## config.mk

```make
export PLATFORM = sky130hd
export DESIGN_NAME = bist_march_sequencer
export DESIGN_NICKNAME = d
export VERILOG_FILES = /design/src/rtl/bist_march_sequencer.sv
export SDC_FILE = /design/constraint.sdc
export NUM_CORES = 1
export LEC_CHECK = 0
export ABC_AREA = 1
export CAP_MARGIN = 20
export CORE_AREA = 5 5 80 82
export CTS_BUF_LIST = sky130_fd_sc_hd__clkbuf_4
export CTS_CLUSTER_DIAMETER = 100
export DETAILED_ROUTE_END_ITERATION = 16
export DIE_AREA = 0 0 85 87
export PLACE_DENSITY_LB_ADDON = 0.3
export SYNTH_ARGS = -nofsm -noshare
export SYNTH_HDL_FRONTEND = slang
export SYNTH_SLANG_ARGS = --single-unit
```

## constraint.sdc

```tcl
create_clock -name clk -period 2.3 [get_ports clk]
set_clock_uncertainty 0.1 [all_clocks]
set_input_delay 0.345 -clock clk [delete_from_list [all_inputs] [get_ports clk]]
set_output_delay 0.345 -clock clk [all_outputs]
set_load 0.05 [all_outputs]
```

## src/rtl/bist_march_sequencer.sv

```systemverilog
// March C- BIST sequencer: issues one registered read or write per clock
// while it owns the memory (NbarT=1), then raises a sticky done flag.
module bist_march_sequencer #(
    parameter int ADDR_WIDTH = 8,
    parameter int DATA_WIDTH = 8
) (
    input  logic                  clk,
    input  logic                  rst_n,
    input  logic                  start,
    input  logic                  abort,
    output logic                  NbarT,
    output logic [ADDR_WIDTH-1:0] bist_addr,
    output logic [DATA_WIDTH-1:0] bist_data,
    output logic                  bist_we,
    output logic                  bist_re,
    output logic [DATA_WIDTH-1:0] exp_data,
    output logic                  busy,
    output logic                  done
);

    typedef enum logic [1:0] {
        IDLE = 2'd0,
        RUN  = 2'd1,
        DONE = 2'd2
    } state_t;

    localparam logic [ADDR_WIDTH-1:0] ADDR_LAST = {ADDR_WIDTH{1'b1}};
    localparam logic [ADDR_WIDTH-1:0] ADDR_ONE  = ADDR_WIDTH'(1);
    localparam logic [2:0]            ELEM_LAST = 3'd5;

    state_t                  state_q, state_d;
    logic [2:0]              elem_q, elem_d;
    logic                    op_q, op_d;
    logic [ADDR_WIDTH-1:0]   addr_q, addr_d;
    logic                    start_q, abort_q;

    logic                    nbart_q, nbart_d;
    logic                    busy_q, busy_d;
    logic                    done_q, done_d;
    logic                    we_q, we_d;
    logic                    re_q, re_d;
    logic [ADDR_WIDTH-1:0]   out_addr_q, out_addr_d;
    logic [DATA_WIDTH-1:0]   out_data_q, out_data_d;
    logic [DATA_WIDTH-1:0]   exp_q, exp_d;

    logic                    elem_down;
    logic                    next_elem_down;
    logic                    two_op;
    logic                    last_op_at_addr;
    logic                    at_terminal;
    logic                    is_read_d;
    logic                    value_d;

    // Capture start/abort so the FSM reacts one edge after they are sampled.
    always_ff @(posedge clk or negedge rst_n) begin
        if (!rst_n) begin
            start_q <= 1'b0;
            abort_q <= 1'b0;
        end else begin
            start_q <= start;
            abort_q <= abort;
        end
    end

    // Element/op/address walk and the IDLE/RUN/DONE transitions.
    always_comb begin
        state_d         = state_q;
        elem_d          = elem_q;
        op_d            = op_q;
        addr_d          = addr_q;
        elem_down       = (elem_q == 3'd3) || (elem_q == 3'd4);
        next_elem_down  = (elem_q == 3'd2) || (elem_q == 3'd3);
        two_op          = (elem_q >= 3'd1) && (elem_q <= 3'd4);
        last_op_at_addr = !two_op || op_q;
        at_terminal     = elem_down ? (addr_q == '0) : (addr_q == ADDR_LAST);

        case (state_q)
            IDLE, DONE: begin
                if (start_q) begin
                    state_d = RUN;
                    elem_d  = 3'd0;
                    op_d    = 1'b0;
                    addr_d  = '0;
                end
            end
            RUN: begin
                if (!last_op_at_addr) begin
                    op_d = 1'b1;
                end else begin
                    op_d = 1'b0;
                    if (at_terminal) begin
                        if (elem_q == ELEM_LAST) begin
                            state_d = DONE;
                            elem_d  = 3'd0;
                            addr_d  = '0;
                        end else begin
                            elem_d = elem_q + 3'd1;
                            addr_d = next_elem_down ? ADDR_LAST : '0;
                        end
                    end else begin
                        addr_d = elem_down ? (addr_q - ADDR_ONE) : (addr_q + ADDR_ONE);
                    end
                end
            end
            default: state_d = IDLE;
        endcase

        if (abort_q) begin
            state_d = IDLE;
            elem_d  = 3'd0;
            op_d    = 1'b0;
            addr_d  = '0;
        end
    end

    // Decode the upcoming op into the registered output values.
    always_comb begin
        nbart_d    = 1'b0;
        busy_d     = 1'b0;
        done_d     = (state_d == DONE);
        we_d       = 1'b0;
        re_d       = 1'b0;
        out_addr_d = '0;
        out_data_d = '0;
        exp_d      = '0;
        is_read_d  = (elem_d == 3'd5) || ((elem_d >= 3'd1) && (elem_d <= 3'd4) && !op_d);
        case (elem_d)
            3'd1, 3'd3: value_d = op_d;
            3'd2, 3'd4: value_d = !op_d;
            default:    value_d = 1'b0;
        endcase

        if (state_d == RUN) begin
            nbart_d    = 1'b1;
            busy_d     = 1'b1;
            we_d       = !is_read_d;
            re_d       = is_read_d;
            out_addr_d = addr_d;
            out_data_d = {DATA_WIDTH{value_d}};
            if (is_read_d) begin
                exp_d = {DATA_WIDTH{value_d}};
            end
        end
    end

    // State, counters and output registers.
    always_ff @(posedge clk or negedge rst_n) begin
        if (!rst_n) begin
            state_q    <= IDLE;
            elem_q     <= 3'd0;
            op_q       <= 1'b0;
            addr_q     <= '0;
            nbart_q    <= 1'b0;
            busy_q     <= 1'b0;
            done_q     <= 1'b0;
            we_q       <= 1'b0;
            re_q       <= 1'b0;
            out_addr_q <= '0;
            out_data_q <= '0;
            exp_q      <= '0;
        end else begin
            state_q    <= state_d;
            elem_q     <= elem_d;
            op_q       <= op_d;
            addr_q     <= addr_d;
            nbart_q    <= nbart_d;
            busy_q     <= busy_d;
            done_q     <= done_d;
            we_q       <= we_d;
            re_q       <= re_d;
            out_addr_q <= out_addr_d;
            out_data_q <= out_data_d;
            exp_q      <= exp_d;
        end
    end

    assign NbarT     = nbart_q;
    assign busy      = busy_q;
    assign done      = done_q;
    assign bist_we   = we_q;
    assign bist_re   = re_q;
    assign bist_addr = out_addr_q;
    assign bist_data = out_data_q;
    assign exp_data  = exp_q;

endmodule

```

==> results.sh, run 1 <==
export IMPL_outcome="finished with violations"
export IMPL_violations="setup timing"
export IMPL_critPathCaptureType="flop"
export IMPL_worst_path_buf_inv=1
export IMPL_grt_max_degree=31
export IMPL_crit_chain="a21oi_4 -> nor2_4 -> buf_12 -> ha_4 -> nand2_2 -> o21ai_2 -> nand2_1 -> nand2_1 -> a21oi_2 -> a21oi_1 -> o21ai_1 -> nand2_1 -> nand3_2 -> nand2_2 -> nor2_1"
export IMPL_syn_num_nets=252
export IMPL_post_dp_cell_area_mm2=0.00228
export IMPL_rrSetupSlack_ns=-0.004
export IMPL_setup_slack_ns=-0.00365
export IMPL_finalCriticalPeriod_ns=2.30
export IMPL_die_area_mm2=0.00740
export IMPL_startpoint_type="flop"
export IMPL_avgRoutedWirePerCell_um=12.4
export IMPL_synth_seq_cells=30
export IMPL_cts_buffer_depth=2
export IMPL_antenna_found_initial=0
export IMPL_power_density_mw_per_mm2=358
export IMPL_period_share_pct=100
export IMPL_slew_headroom_pct=65.3
export IMPL_syn_to_final_growth_pct=41.0
export IMPL_insertion_delay_ns=0.33
export IMPL_crit_path_max_incr_delay_ns=0.49
export IMPL_pwr_share_comb_pct=10.9
export IMPL_final_layout_size_suffix_gt1_share_pct=32.3
export IMPL_final_nets=299
export IMPL_diodes=0
export IMPL_cts_htree_levels=2
export IMPL_critPathMaxFanout=6
export IMPL_grt_pass1_wl_um=6720
export IMPL_p_sw_share_pct=27.1
export IMPL_syn_cell_area_mm2=0.00188
export IMPL_cap_violations=0
export IMPL_via_count=1682
export IMPL_r2r_end="bist_addr[6]"
export IMPL_tightest_slew_ns=0.520
export IMPL_crit_type="flop to flop"
export IMPL_r2r_cells=15
export IMPL_crit_required_ns=2.43
export IMPL_num_rows=28
export IMPL_rsz0062_at_grt="true"
export IMPL_timing_fmax_mhz=434
export IMPL_seqPwrFrac_pct=57.3
export IMPL_syn_inst=240
export IMPL_viasPerCell=4.63
export IMPL_drtPass1Iterations=4
export IMPL_stdcell_area_mm2=0.00266
export IMPL_critPathSlowestCell="dfrtp_2"
export IMPL_synth_distinct_cells=26
export IMPL_drt_wl_total_um=4510
export IMPL_cts_sinks=30
export IMPL_gr_total_overflow=0
export IMPL_hpwl_um=3200
export IMPL_dieWidth_um=85
export IMPL_fin_util_pct=46.8
export IMPL_track_usage_pct=11.5
export IMPL_clockPowerShare_pct=31.8
export IMPL_intPower_uw=694
export IMPL_cts_root_buffer="clkbuf_4"
export IMPL_core_area_mm2=0.00568
export IMPL_port_buffer_count=32
export IMPL_peakVddDrop_mv=0.189
export IMPL_yosysWarnings=0
export IMPL_cts_buffers=5
export IMPL_drt_iter0_markers=91
export IMPL_start_util_pct=33.2
export IMPL_die_h_um=87
export IMPL_synth_area_per_cell_um2=7.85
export IMPL_cpLargestDelayFamily="compound AO/OA/AOI/OAI gates"
export IMPL_p_sw_uw=258
export IMPL_finalHoldViolCount=0
export IMPL_cp_common_cell="nand2_1"
export IMPL_grt_pass1_vias=1469
export IMPL_leakagePower_uw=0.00125
export IMPL_gp_congestion=0.812
export IMPL_arrival_ns=2.43
export IMPL_synth_seq_area_share_pct=39.8
export IMPL_hp_class="input pin to async pin"
export IMPL_drc=0
export IMPL_finalSetupViolCount=1
export IMPL_ant_nets=0
export IMPL_io_pin_count=33
export IMPL_maxSlewViolCount=0
export IMPL_cts_clk_slew_worst_paths_ns=0.09
export IMPL_tritoncts="done"
export IMPL_crit_reg2reg_launch="elem_q[1]"
[synthesized netlist by cell type, drive strengths merged]
master	instances	share of area, %
xor2	3	1.4
dfrtp	30	40
o21ai	15	4.6
nand4	4	1.3
nand3	15	4.5
nor2	22	4.6
and2	6	2.1
a21oi	23	7.7
inv	33	6.6
mux2	1	0.60
buf	18	7.4
ha	7	4.6
fa	1	1.1
xnor2	2	0.93
nand2	59	12
or2	1	0.33
[routing by layer]
layer,GRT usage [%],vias up,routed length (µm)
li1,-,839,-
met1,13.5,804,1870
met2,20.1,32,2360
met3,2.37,7,184
met4,5.61,0,92
met5,0,-,0
[power groups by stage]
stage,clock network (µW),registers (µW),logic (µW)
floorplan,0,564,48.4
global placement,0,556,98.5
detailed placement,0,556,99.0
CTS,310,545,99.3
global route,337,547,116
finish,302,546,104
[logic make-up (layout without fill, tap and decap cells)]
kind of cell    after synthesis  count (layout)  share of synthesized area [%]
simple gates                107             107                           25.2
buf+inv                      51              99                           14.0
compound gates               38              38                           12.3
flops                        30              30                           39.8
fa+ha+maj                     8               8                           5.71
xor+xnor                      5               5                           2.32
mux                           1               1                          0.598
[what timing repair did]
action,4_1_cts,5_1_grt
gates cloned,0,0
gates resized for setup,8,50
setup endpoints to repair,6,15
setup buffers,1,11
hold buffers,0,0
pin swaps,2,29
[worst max path at each step]
stage / cells past startpoint / from / to
finish: 15 / elem_q[1] / bist_addr[6]
global route: 15 / elem_q[1] / bist_addr[6]
CTS: 15 / elem_q[0] / bist_addr[5]
detailed placement: 15 / elem_q[1] / bist_addr[6]
global placement: 15 / elem_q[1] / bist_addr[6]
floorplan: 15 / elem_q[0] / bist_addr[5]
[area by class of cell]
| cell class | instances | area (µm²) |
|---|---|---|
| inverter | 33 | 126 |
| clock inverter | 2 | 8.76 |
| sequential | 30 | 754 |
| clock buffer | 6 | 45.0 |
| timing repair buffer | 58 | 543 |
| multi-input combinational | 159 | 1090 |
| fill | 546 | 3020 |
| tap | 75 | 93.8 |
[registers in the layout, summed over array words and instances (netlist names)]
signal,count
abort_q,1
addr_q,8
bist_addr,8
bist_data,1
bist_re,1
bist_we,1
busy,1
done,1
elem_q,3
exp_data,1
op_q,1
start_q,1
state_q,2
[cell usage in the layout, fill, tap and decap left out, drive strengths merged]
| cell | instances |
|---|---|
| ha | 7 |
| inv | 33 |
| mux2 | 1 |
| a21oi | 23 |
| nand3 | 15 |
| clkbuf | 6 |
| o21ai | 15 |
| or2 | 1 |
| clkinv | 2 |
| clkdlybuf4s50 | 32 |
| xor2 | 3 |
| nand4 | 4 |
| fa | 1 |
| dfrtp | 30 |
| nor2 | 22 |
| and2 | 6 |
| buf | 26 |
| xnor2 | 2 |
| nand2 | 59 |
[per-stage QoR]
stage | setup slack [ns] | instances | total power, µW | TNS (ns) | hold WS [ns]
3_3_place_gp | -0.0475 | 345 | 654 | -0.0475 | 0.438
4_1_cts | 0.0162 | 354 | 955 | 0 | 0.302
5_1_grt | -0.133 | 363 | 1000 | -0.885 | 0.328
6_report | -0.00365 | 363 | 952 | -0.00365 | 0.294
3_5_place_dp | -0.0705 | 345 | 655 | -0.154 | 0.442
2_1_floorplan | 0.0754 | 240 | 612 | 0 | -0.0506
(Power assumes the default switching activity.)
==> inputs of run 2 (changes only) <==
--- a/config.mk
+++ b/config.mk
@@ -8,7 +8,7 @@
 export ABC_AREA = 1
 export CAP_MARGIN = 20
 export CORE_AREA = 5 5 80 82
-export CTS_BUF_LIST = sky130_fd_sc_hd__clkbuf_4
+export CTS_BUF_LIST = sky130_fd_sc_hd__clkbuf_8
 export CTS_CLUSTER_DIAMETER = 100
 export DETAILED_ROUTE_END_ITERATION = 16
 export DIE_AREA = 0 0 85 87
==> constraint.sdc (replaced) <==
create_clock -name clk -period 2.55 [get_ports clk]
set_clock_uncertainty 0.1 [all_clocks]
set_input_delay 0.3825 -clock clk [delete_from_list [all_inputs] [get_ports clk]]
set_output_delay 0.3825 -clock clk [all_outputs]
set_load 0.05 [all_outputs]
==> run 2 against run 1 <==
The run now ends clean. Register-to-register slack improved by 0.15 ns. Non-clock buffer count decreased by 19. Clock power increased by 26%. Global-route usage decreased by 0.10 points. Design area decreased by 11%. Sequential share of layout area increased by 3.7 points. Via count decreased by 7.1%. Critical path depth unchanged. Worst hold slack improved by 0.10 ns. Wire length decreased by 13%. Critical path type unchanged.
==> results.sh, run 2 (synthesis results as in run 1) <==
export IMPL_outcome="complete, no violations"
export IMPL_critPathCaptureType="flop"
export IMPL_power_density_mw_per_mm2=408
export IMPL_tritoncts="done"
export IMPL_finalSetupViolCount=0
export IMPL_ant_nets=0
export IMPL_viasPerCell=4.54
export IMPL_final_layout_size_suffix_gt1_share_pct=16.7
export IMPL_diodes=0
export IMPL_avgRoutedWirePerCell_um=11.3
export IMPL_port_buffer_count=32
export IMPL_r2r_cells=15
export IMPL_io_pin_count=33
export IMPL_finalCriticalPeriod_ns=2.40
export IMPL_critPathSlowestCell="dfrtp_2"
export IMPL_grt_pass1_wl_um=6740
export IMPL_slew_headroom_pct=64.4
export IMPL_cts_htree_levels=2
export IMPL_setup_slack_ns=0.150
export IMPL_antenna_found_initial=0
export IMPL_grt_max_degree=31
export IMPL_crit_chain="nor2_4 -> nor2_1 -> nor2_4 -> buf_4 -> ha_1 -> nand3_1 -> nand2_1 -> a21oi_1 -> o21ai_0 -> a21oi_1 -> o21ai_0 -> nand2_1 -> nand3_1 -> nand2_1 -> nor2_1"
export IMPL_hpwl_um=3070
export IMPL_cts_sinks=30
export IMPL_period_share_pct=94.1
export IMPL_die_area_mm2=0.00740
export IMPL_cap_violations=0
export IMPL_tightest_slew_ns=0.533
export IMPL_arrival_ns=2.47
export IMPL_crit_required_ns=2.62
export IMPL_crit_path_max_incr_delay_ns=0.46
export IMPL_cp_common_cell="nand2_1"
export IMPL_cts_hold_buf=0
export IMPL_grt_pass1_vias=1503
export IMPL_final_nets=280
export IMPL_leakagePower_uw=0.00114
export IMPL_crit_type="flop to flop"
export IMPL_cts_buffers=5
export IMPL_maxSlewViolCount=0
export IMPL_startpoint_type="flop"
export IMPL_cts_clk_slew_worst_paths_ns=0.06
export IMPL_drt_wl_total_um=3900
export IMPL_syn_to_final_growth_pct=25.0
export IMPL_insertion_delay_ns=0.27
export IMPL_gr_total_overflow=0
export IMPL_cts_buffer_depth=2
export IMPL_cts_root_buffer="clkbuf_8"
export IMPL_finalHoldViolCount=0
export IMPL_start_util_pct=33.2
export IMPL_die_h_um=87
export IMPL_peakVddDrop_mv=0.186
export IMPL_crit_reg2reg_launch="elem_q[1]"
export IMPL_r2r_end="bist_addr[5]"
export IMPL_core_area_mm2=0.00568
export IMPL_most_common_layout_cells="55 x nand2_1, 32 x clkdlybuf4s50_1, 31 x inv_1"
export IMPL_hp_class="input pin to async pin"
export IMPL_layout_commonest_cell="nand2_1"
export IMPL_dieWidth_um=85
export IMPL_rrSetupSlack_ns=0.15
export IMPL_via_count=1562
export IMPL_timing_fmax_mhz=417
export IMPL_drc=0
export IMPL_critPathMaxFanout=7
export IMPL_gp_congestion=0.849
export IMPL_drtPass1Iterations=4
export IMPL_place_ws_ns=0.0189
export IMPL_power_total_uw=962
export IMPL_track_usage_pct=11.4
export IMPL_num_rows=28
export IMPL_drt_iter0_markers=63
==> run 2: cell count changes in the layout (fill, tap and decap cells not counted), moves of 5 or more <==
cell      previous run  this run
clkbuf_4             6         0
o21ai_0              5        10
buf_4               21         7
nand2_2             14         4
clkbuf_8             0         6
nand2_1             43        55
==> run 2: repair_timing <==
action | CTS | global route
endpoints found under the hold margin | 0 | 0
resized for setup | 0 | 13
setup endpoints to repair | 0 | 8
buffers inserted | 0 | 4
==> run 2: how the worst max path moves through the flow <==
stage | startpoint | endpoint | depth (start not counted)
after floorplan | elem_q[0] | bist_addr[5] | 15
after global placement | elem_q[0] | bist_addr[5] | 14
after detailed placement | elem_q[0] | bist_addr[5] | 14
after CTS | elem_q[0] | bist_addr[5] | 14
after global routing | elem_q[1] | bist_addr[5] | 15
final | elem_q[1] | bist_addr[5] | 15
==> run 2: report_power, final <==
group | total [µW] | leakage, µW | internal, µW | switching, µW
combinational | 87.3 | 0.000686 | 26.5 | 60.8
clock | 382 | 0.0000524 | 213 | 169
sequential | 492 | 0.000405 | 484 | 8.63
==> run 2: stage by stage <==
stage | instances | cell area [µm²] | util, % | setup TNS, ns | hold WS, ns
2_1_floorplan | 240 | 1880 | - | 0 | -0.0131
3_3_place_gp | 332 | 2180 | 38.4 | 0 | 0.437
3_5_place_dp | 332 | 2180 | 38.4 | 0 | 0.452
4_1_cts | 340 | 2270 | 40.0 | 0 | 0.409
5_1_grt | 344 | 2350 | 41.5 | -0.0238 | 0.436
6_report | 344 | 2350 | 41.5 | 0 | 0.396
==> run 2: layout make-up <==
cell class / count / area, µm²
Tap cell: 75 / 93.8
Inverter: 33 / 124
Clock buffer: 6 / 82.6
Fill cell: 604 / 3320
Sequential cell: 30 / 754
Clock inverter: 2 / 8.76
Timing Repair Buffer: 39 / 373
Multi-Input combinational cell: 159 / 918
==> run 2: critical path, delay by kind of cell (launching register included) <==
family	cells	cell delay [ns]
AOI/OAI and AO/OA	4	0.48
adders and majority gates	1	0.22
buffers and inverters	1	0.15
DFF	1	0.46
and+or+nand+nor	9	0.87
==> run 2: layer usage <==
metal  track usage, %  wire length [µm]
met2             20.0              2010
met1             13.7              1690
met3             2.37               112
met5                0                 0
met4             4.75                82
==> inputs of run 3 (changes only) <==
--- a/config.mk
+++ b/config.mk
@@ -16,3 +16,4 @@
 export SYNTH_ARGS = -nofsm -noshare
 export SYNTH_HDL_FRONTEND = slang
 export SYNTH_SLANG_ARGS = --single-unit
+export TNS_END_PERCENT = 50
==> results of run 3 <==
Same layout as run 2: the final DEF is identical, and so are final timing and power.
